<file path="config.mk">
export PLATFORM = sky130hd
export DESIGN_NAME = collision_detector
export DESIGN_NICKNAME = d
export VERILOG_FILES = /design/src/rtl/collision_pkg.sv /design/src/rtl/stage_rom.sv /design/src/rtl/collision_detector.sv
export SDC_FILE = /design/constraint.sdc
export NUM_CORES = 1
export LEC_CHECK = 0
export CAP_MARGIN = 25
export CORE_MARGIN = 2
export CORE_UTILIZATION = 57
export DETAILED_ROUTE_END_ITERATION = 10
export PLACE_DENSITY = 0.83
export SYNTH_ARGS = -nofsm -noshare
export SYNTH_HDL_FRONTEND = slang
export SYNTH_HIERARCHICAL = 1
export SYNTH_SLANG_ARGS = --single-unit
</file>
<file path="constraint.sdc">
create_clock -name clock -period 5.3 [get_ports clock]
set_input_delay 0.795 -clock clock [delete_from_list [all_inputs] [get_ports clock]]
set_output_delay 0.795 -clock clock [all_outputs]
set_load 0.02 [all_outputs]
</file>
<file path="src/rtl/collision_pkg.sv">
// Shared types and constants for the player collision detector.
package collision_pkg;

   localparam int unsigned COORD_W = 16;
   localparam int unsigned EXT_W   = 17;
   localparam int unsigned IDX_W   = 4;
   localparam int unsigned FLAG_W  = 5;
   localparam int unsigned WALL_W  = 32;

   localparam int unsigned WALL_UP    = 0;
   localparam int unsigned WALL_DOWN  = 1;
   localparam int unsigned WALL_RIGHT = 2;
   localparam int unsigned WALL_LEFT  = 3;
   localparam int unsigned WALL_PLAT  = 4;

   typedef struct packed {
      logic [COORD_W-1:0] x_min;
      logic [COORD_W-1:0] x_max;
      logic [COORD_W-1:0] y_min;
      logic [COORD_W-1:0] y_max;
      logic               solid;
   } block_t;

   typedef enum logic [1:0] {
      ST_SAMPLE = 2'd0,
      ST_SCAN   = 2'd1,
      ST_COMMIT = 2'd2
   } state_e;

   // Unsigned subtraction that clamps at zero instead of wrapping.
   function automatic logic [EXT_W-1:0] sat_sub(input logic [EXT_W-1:0] a,
                                                input logic [EXT_W-1:0] b);
      return (a > b) ? EXT_W'(a - b) : '0;
   endfunction

endpackage

</file>
<file path="src/rtl/stage_rom.sv">
// Stage block table; combinational read by index, empty block beyond the table.
module stage_rom
   import collision_pkg::*;
(
   input  logic [IDX_W-1:0] idx_i,
   output block_t           blk_o
);

   always_comb begin
      blk_o = '0;
      case (idx_i)
         4'd0: blk_o = '{x_min: 16'd40,  x_max: 16'd600, y_min: 16'd40,  y_max: 16'd60,  solid: 1'b1};
         4'd1: blk_o = '{x_min: 16'd100, x_max: 16'd200, y_min: 16'd150, y_max: 16'd155, solid: 1'b0};
         4'd2: blk_o = '{x_min: 16'd600, x_max: 16'd620, y_min: 16'd60,  y_max: 16'd400, solid: 1'b1};
         4'd3: blk_o = '{x_min: 16'd250, x_max: 16'd350, y_min: 16'd300, y_max: 16'd320, solid: 1'b1};
         default: blk_o = '0;
      endcase
   end

endmodule

</file>
<file path="src/rtl/collision_detector.sv">
// Scans the stage block table once per NUM_BLOCKS+2 cycles and publishes contact flags.
// Optional macro COLLISION_SCREEN_EDGE_EN makes the screen border (except the floor) solid.
module collision_detector
   import collision_pkg::*;
#(
   parameter int unsigned NUM_BLOCKS = 4,
   parameter int unsigned PLAYER_W   = 16,
   parameter int unsigned PLAYER_H   = 32,
   parameter int unsigned MARGIN     = 2,
   parameter int unsigned SCREEN_W   = 640,
   parameter int unsigned SCREEN_H   = 480
) (
   input  logic              clock,
   input  logic              reset,
   input  logic [WALL_W-1:0] position,
   input  logic [WALL_W-1:0] controller_in,
   output logic [WALL_W-1:0] wall,
   output logic              wall_valid,
   output logic              scan_busy
);

   localparam logic [IDX_W-1:0] LAST_IDX = IDX_W'(NUM_BLOCKS - 1);
   localparam logic [EXT_W-1:0] PW = EXT_W'(PLAYER_W);
   localparam logic [EXT_W-1:0] PH = EXT_W'(PLAYER_H);
   localparam logic [EXT_W-1:0] MG = EXT_W'(MARGIN);

   state_e              state_q;
   logic [IDX_W-1:0]    idx_q;
   logic [COORD_W-1:0]  px_q;
   logic [COORD_W-1:0]  py_q;
   logic                drop_q;
   logic [FLAG_W-1:0]   acc_q;
   logic [FLAG_W-1:0]   wall_q;
   logic                wall_valid_q;
   logic                scan_busy_q;

   block_t              blk;
   logic [FLAG_W-1:0]   flags_c;
   logic [FLAG_W-1:0]   edge_c;

   stage_rom u_rom (
      .idx_i (idx_q),
      .blk_o (blk)
   );

   logic [EXT_W-1:0] px_e, py_e, pxw_e, pyh_e;
   logic [EXT_W-1:0] xmin_e, xmax_e, ymin_e, ymax_e;
   logic             xov, yov;

   // Contact flags contributed by the block currently addressed.
   always_comb begin
      px_e    = {1'b0, px_q};
      py_e    = {1'b0, py_q};
      pxw_e   = px_e + PW;
      pyh_e   = py_e + PH;
      xmin_e  = {1'b0, blk.x_min};
      xmax_e  = {1'b0, blk.x_max};
      ymin_e  = {1'b0, blk.y_min};
      ymax_e  = {1'b0, blk.y_max};
      xov     = (px_e < xmax_e) && (pxw_e > xmin_e);
      yov     = (py_e < ymax_e) && (pyh_e > ymin_e);
      flags_c = '0;
      if (xov && (py_e >= ymax_e) && (py_e <= ymax_e + MG)) begin
         if (blk.solid)   flags_c[WALL_DOWN] = 1'b1;
         else if (!drop_q) flags_c[WALL_PLAT] = 1'b1;
      end
      if (blk.solid && xov && (pyh_e >= sat_sub(ymin_e, MG)) && (pyh_e <= ymin_e))
         flags_c[WALL_UP] = 1'b1;
      if (blk.solid && yov && (pxw_e >= sat_sub(xmin_e, MG)) && (pxw_e <= xmin_e))
         flags_c[WALL_RIGHT] = 1'b1;
      if (blk.solid && yov && (px_e >= xmax_e) && (px_e <= xmax_e + MG))
         flags_c[WALL_LEFT] = 1'b1;
   end

`ifdef COLLISION_SCREEN_EDGE_EN
   // Screen border acts as solid walls on left, right and top only.
   always_comb begin
      edge_c = '0;
      if ({1'b0, px_q} <= MG)
         edge_c[WALL_LEFT] = 1'b1;
      if (({1'b0, px_q} + PW) >= sat_sub(EXT_W'(SCREEN_W), MG))
         edge_c[WALL_RIGHT] = 1'b1;
      if (({1'b0, py_q} + PH) >= sat_sub(EXT_W'(SCREEN_H), MG))
         edge_c[WALL_UP] = 1'b1;
   end
`else
   assign edge_c = '0;
   logic unused_screen;
   assign unused_screen = ^{32'(SCREEN_W), 32'(SCREEN_H)};
`endif

   logic unused_ctrl;
   assign unused_ctrl = ^{controller_in[31:8], controller_in[3:0]};

   // Scan sequencer: SAMPLE -> SCAN x NUM_BLOCKS -> COMMIT.
   always_ff @(posedge clock) begin
      if (reset) begin
         state_q      <= ST_SAMPLE;
         idx_q        <= '0;
         px_q         <= '0;
         py_q         <= '0;
         drop_q       <= 1'b0;
         acc_q        <= '0;
         wall_q       <= '0;
         wall_valid_q <= 1'b0;
         scan_busy_q  <= 1'b0;
      end else begin
         wall_valid_q <= 1'b0;
         case (state_q)
            ST_SAMPLE: begin
               px_q        <= position[31:16];
               py_q        <= position[15:0];
               drop_q      <= (controller_in[7:4] == 4'd0);
               acc_q       <= '0;
               idx_q       <= '0;
               scan_busy_q <= 1'b1;
               state_q     <= ST_SCAN;
            end
            ST_SCAN: begin
               acc_q <= acc_q | flags_c;
               if (idx_q == LAST_IDX) begin
                  idx_q       <= '0;
                  scan_busy_q <= 1'b0;
                  state_q     <= ST_COMMIT;
               end else begin
                  idx_q <= idx_q + 4'd1;
               end
            end
            ST_COMMIT: begin
               wall_q       <= acc_q | edge_c;
               wall_valid_q <= 1'b1;
               state_q      <= ST_SAMPLE;
            end
            default: begin
               scan_busy_q <= 1'b0;
               state_q     <= ST_SAMPLE;
            end
         endcase
      end
   end

   assign wall       = WALL_W'(wall_q);
   assign wall_valid = wall_valid_q;
   assign scan_busy  = scan_busy_q;

endmodule
</file>
# == Yosys cells after proc, flatten, opt, wreduce, memory -nomap -nowiden ==
# Index checks and enable logic that the tools add are counted.
# classes
n_addsub,7
n_bitwise,2
muxes,19
order_cmp,14
reduce_logical,17
n_eq_ne,6
# op_table
op,count
$pmux 59 s4,1
$add 16x2->17 const B,2
$ge 17x17->1,2
$gt 17x16->1,2
$le 16x17->1,2
$le 17x16->1,2
$mux 17,2
$sub 16x2->17 const B,2
$ge 16x16->1,2
$gt 16x2->1 const B,2
$lt 16x16->1,2
$add 16x5->17 const B,1
$add 16x6->17 const B,1
$logic_and 1x1->1,12
$mux 1,10
$pmux 5 s2,1
$eq 4x2->1 const B,2
$logic_not 4->1,2
$pmux 4 s2,1
$or 5x5->5,1
$add 4x1->4 const B,1
$eq 4x1->1 const B,1
$mux 4,1
$pmux 2 s2,1
9 further kinds,9
# word_totals
in_bits,66
word_cells,74
output_inout_bits,34
register_bits,51

# == Depth between registers and ports, before layout ==
# depth
depth_word,10
ltp_mapped,19
mapped_depth_nobuf,18

# == Cells and area by module ==
# The synthesis kept the hierarchy.
# by_module_without_submodules
mod,cells_per_inst,instances,seq_area_each_um2,area_per_inst_um2
collision_detector,802,1,1021.0,6324.8
stage_rom,73,1,0.0,546.8

# == Worst setup path before layout ==
# OpenSTA, ideal clock, no wires.
# synth_timing
path_type,reg-to-reg
from,reg idx_q[0]
to,reg acc_q[2]
synth_period_minus_slack_ns,3.851
required_time_ns,5.185
arrival_time_ns,3.736
path_stages_with_launch,20
n_path_buf,4
setup_time_ns,0.115
path_slack_ns,1.449
path_cell_list,dfxtp_1 > buf_6 > inv_2 > nor3_1 > buf_4 > inv_1 > nor3_1 > o211ai_1 > or4_1 > clkbuf_1 > buf_2 > nand2_1 > ha_1 > a21o_1 > a21oi_1 > o21ai_1 > a41o_1 > a2111oi_0 > o32ai_1 > o21a_1
# synth_rtl
element,line,text
start: declaration,collision_detector.sv:28,logic [IDX_W-1:0] idx_q;
start signal: assignment,collision_detector.sv:126,idx_q <= idx_q + 4'd1;
end signal: assignment,collision_detector.sv:120,acc_q <= acc_q | flags_c;
end: declaration,collision_detector.sv:32,logic [FLAG_W-1:0] acc_q;

==> key figures <==
Logic synthesis
  • Largest family of logic cells by synthesized area: adder cells
  • Yosys warns: 6
  • Multiplexer share of the synthesized area: 1.02%
  • Adder-Cell Fraction of Synth Area: 24.6%
  • Asr flop ratio synth: 0%
  • Post-synthesis xor/xnor area fraction: 8.65%
  • Compound-Gate Fraction of Synth Area: 16.4%
  • Post-synth design cell area: 6870 µm²
  • Seq/Total Area, Yosys: 14.9%
  • Cells after Synth: 875
  • Post-Syn Area per Cell: 7.85 µm²
  • Top FF cell, synth: dfxtp_1
  • Seq cells post-synth: 51
  • Post-synthesis simple-gate area fraction: 20.5%
  • Yosys cell types: 68
  • Post-synth EDFFs: 0

Floorplanning
  • Core footprint: 11,900 µm²
  • Site row count: 40
  • Die Area: 12,900 µm²
  • Die H: 114 µm
  • Initial cell density of the core: 57.7%
  • Num ports: 100
  • Chip width: 114 µm

Placement
  • PortBufs: 44
  • Detailed placement HPWL: 12.6 mm
  • RePlAce Congestion: 0.935
  • Placed cell area: 7080 µm²

Timing
  • Final slew viol count: 0
  • Worst slew pin tran: 0.828 ns
  • Final hold vios: 0
  • Tcrit/Tclk final: 80.0%
  • Final min period: 4.24 ns
  • Rel. slew slack: 43.4%
  • Fmax: 236 MHz
  • Setup tns final: 0 ns
  • RSZ-0062 raised after global routing: false
  • Final setup viols: 0
  • Final hold slack: 0.476 ns
  • Worst Skew: 0.00642 ns

Clock tree
  • Post-CTS Resized: 0
  • CTS H-tree lvls: 2
  • CTS Hold Bufs: 0
  • Number of post-CTS setup repair buffers: 0
  • CTS Buffer Depth: 2
  • Clock Latency Late Sink: 0.30 ns
  • TritonCTS clock tree: done
  • Sink Count: 51
  • Clock buffer count from CTS: 5
  • Clock transition at path regs: 0.07 ns
  • Clk root buf: clkbuf_16

Cells and area
  • Most common cell after layout, fill and taps aside: ha_1
  • Design area: 7250 µm²
  • Share of cells above drive strength 1: 4.48%
  • Syn-to-layout area delta: 5.55%
  • Util after Layout: 60.9%
  • # diodes: 0
  • Most frequent cells in the layout: ha_1 (135), nand2_1 (79), inv_1 (72), xnor2_1 (59), conb_1 (58)
  • Final #Nets: 1,093

GRT
  • GRT Residual Overflow: 0
  • Largest net degree at the start of global routing: 23
  • Vias in the first global route: 5,645
  • First-pass GRT wire length: 26.2 mm
  • GR Util All Layers: 24.8%
  • Initial antenna violation count: 0

Pwr
  • Pwr Density: 170 nW/µm²
  • Leakage Power: 3.31 nW
  • Peak VDD IR: 0.133 mV

Detailed routing
  • DRC Markers: 0
  • Vias/cell: 5.67
  • Routed WL per cell: 15.0 µm
  • DR vias: 5,895
  • Post-route antenna net violation count: 0
  • WL final: 15.6 mm
  • Pre-antenna DRT Iters: 5
  • Initial DRC Count: 291

Worst setup path
  • R2R cell count: 16
  • R2r setup slk: 1.06 ns
  • CP Cell Sequence: inv_2, nor3_2, buf_4, inv_1, nor3_1, o211ai_1, or4_1, nand2_1, ha_1, a21o_1, a21oi_1, o21ai_1, a41o_1, a2111oi_0, o32ai_1, o21a_1
  • Crit path arrival time: 4.44 ns
  • R2r endpoint: acc_q[2]
  • CP Launch Type: flip-flop
  • Worst EP required: 5.50 ns
  • Worst R2R Start: idx_q[0]
  • CP Capture Type: flip-flop
  • CP max FO: 17
  • CP max stage cell: or4_1
  • Worst Setup Path Type: flip-flop to flip-flop
  • Crit-path max cell delay: 0.70 ns

Job
  • Max-cap violations: 0

Status
  • Status: complete, no violations

Hold path
  • Worst Hold End: acc_q[4]
  • Hold WC Path Type: flip-flop to flip-flop
  • Hold Crit Depth: 2
  • Startpoint of the worst hold path: acc_q[4]
## cell families (layout without fill, tap and decap cells)
family | Yosys count | in the layout
simple gates | 282 | 282
buf+inv | 169 | 131
compound gates | 162 | 162
fa+ha+maj | 135 | 135
xor+xnor | 67 | 67
flops | 51 | 51
mux | 7 | 7
other cells | 2 | 58
## cells in the mapped netlist, types with 11 or more instances
master / number / share of area (%)
ha_1: 135 / 25
buf_4: 80 / 8.7
nand2_1: 79 / 4.3
inv_1: 72 / 3.9
xnor2_1: 59 / 7.5
nor2_1: 53 / 2.9
dfxtp_1: 51 / 15
nand3_1: 50 / 3.6
a21oi_1: 40 / 2.9
a22o_1: 28 / 3.6
nor3_1: 28 / 2.0
o21ai_0: 25 / 1.8
nand4_1: 15 / 1.4
a21o_1: 12 / 1.3
clkbuf_1: 11 / 0.60
## how the worst max path moves through the flow
stage	cells after the start	startpoint	slack [ns]	endpoint
after global placement	16	idx_q[0]	1.15	acc_q[2]
after detailed placement	16	idx_q[0]	1.09	acc_q[2]
after floorplan	19	idx_q[0]	1.45	acc_q[2]
after global routing	16	idx_q[0]	0.69	acc_q[2]
after CTS	16	idx_q[0]	1.08	acc_q[2]
final	16	idx_q[0]	1.06	acc_q[2]
## layout make-up
| cell class | instances | area [µm²] |
|---|---|---|
| Clock buffer | 5 | 125 |
| Clock inverter | 3 | 47.5 |
| Fill cell | 1072 | 4660 |
| Inverter | 74 | 278 |
| Multi-Input combinational cell | 711 | 5120 |
| Sequential cell | 51 | 1020 |
| Tap cell | 147 | 184 |
| Timing Repair Buffer | 49 | 478 |
## metrics by stage
step           worst slack (ns)  power [mW]  std cells
4_1_cts                    1.08        1.22       1040
3_3_place_gp               1.15       0.824       1032
2_1_floorplan              1.45       0.769        931
3_5_place_dp               1.09       0.839       1032
5_1_grt                   0.688        1.31       1040
6_report                   1.06        1.23       1040
## routing by layer
| layer | up-vias | global-route usage, % | wire length [µm] |
|---|---|---|---|
| li1 | 3029 | - | - |
| met1 | 2673 | 30.0 | 6770 |
| met2 | 162 | 45.2 | 7580 |
| met3 | 31 | 2.50 | 771 |
| met4 | 0 | 9.43 | 520 |
| met5 | - | 0 | 0 |
## state kept, by name, indices dropped and copies added, names as in the netlist
| register | flops |
|---|---|
| px_q | 16 |
| idx_q | 4 |
| state_q | 2 |
| scan_busy | 1 |
| wall_q | 5 |
| acc_q | 5 |
| py_q | 16 |
| drop_q | 1 |
| wall_valid | 1 |
## power breakdown
part / switching, mW / internal, mW
sequential: 0.0347 / 0.400
combinational: 0.230 / 0.178
clock: 0.163 / 0.226
total: 0.428 / 0.804
## worst max-delay path: cells and delay by family, from the launching register on
| family | cells | cell delay, ns |
|---|---|---|
| buf+inv | 3 | 0.54 |
| compound gates | 8 | 1.43 |
| simple gates | 4 | 1.26 |
| flops | 1 | 0.67 |
| fa+ha+maj | 1 | 0.25 |
Power figures use the tool's default switching activity.
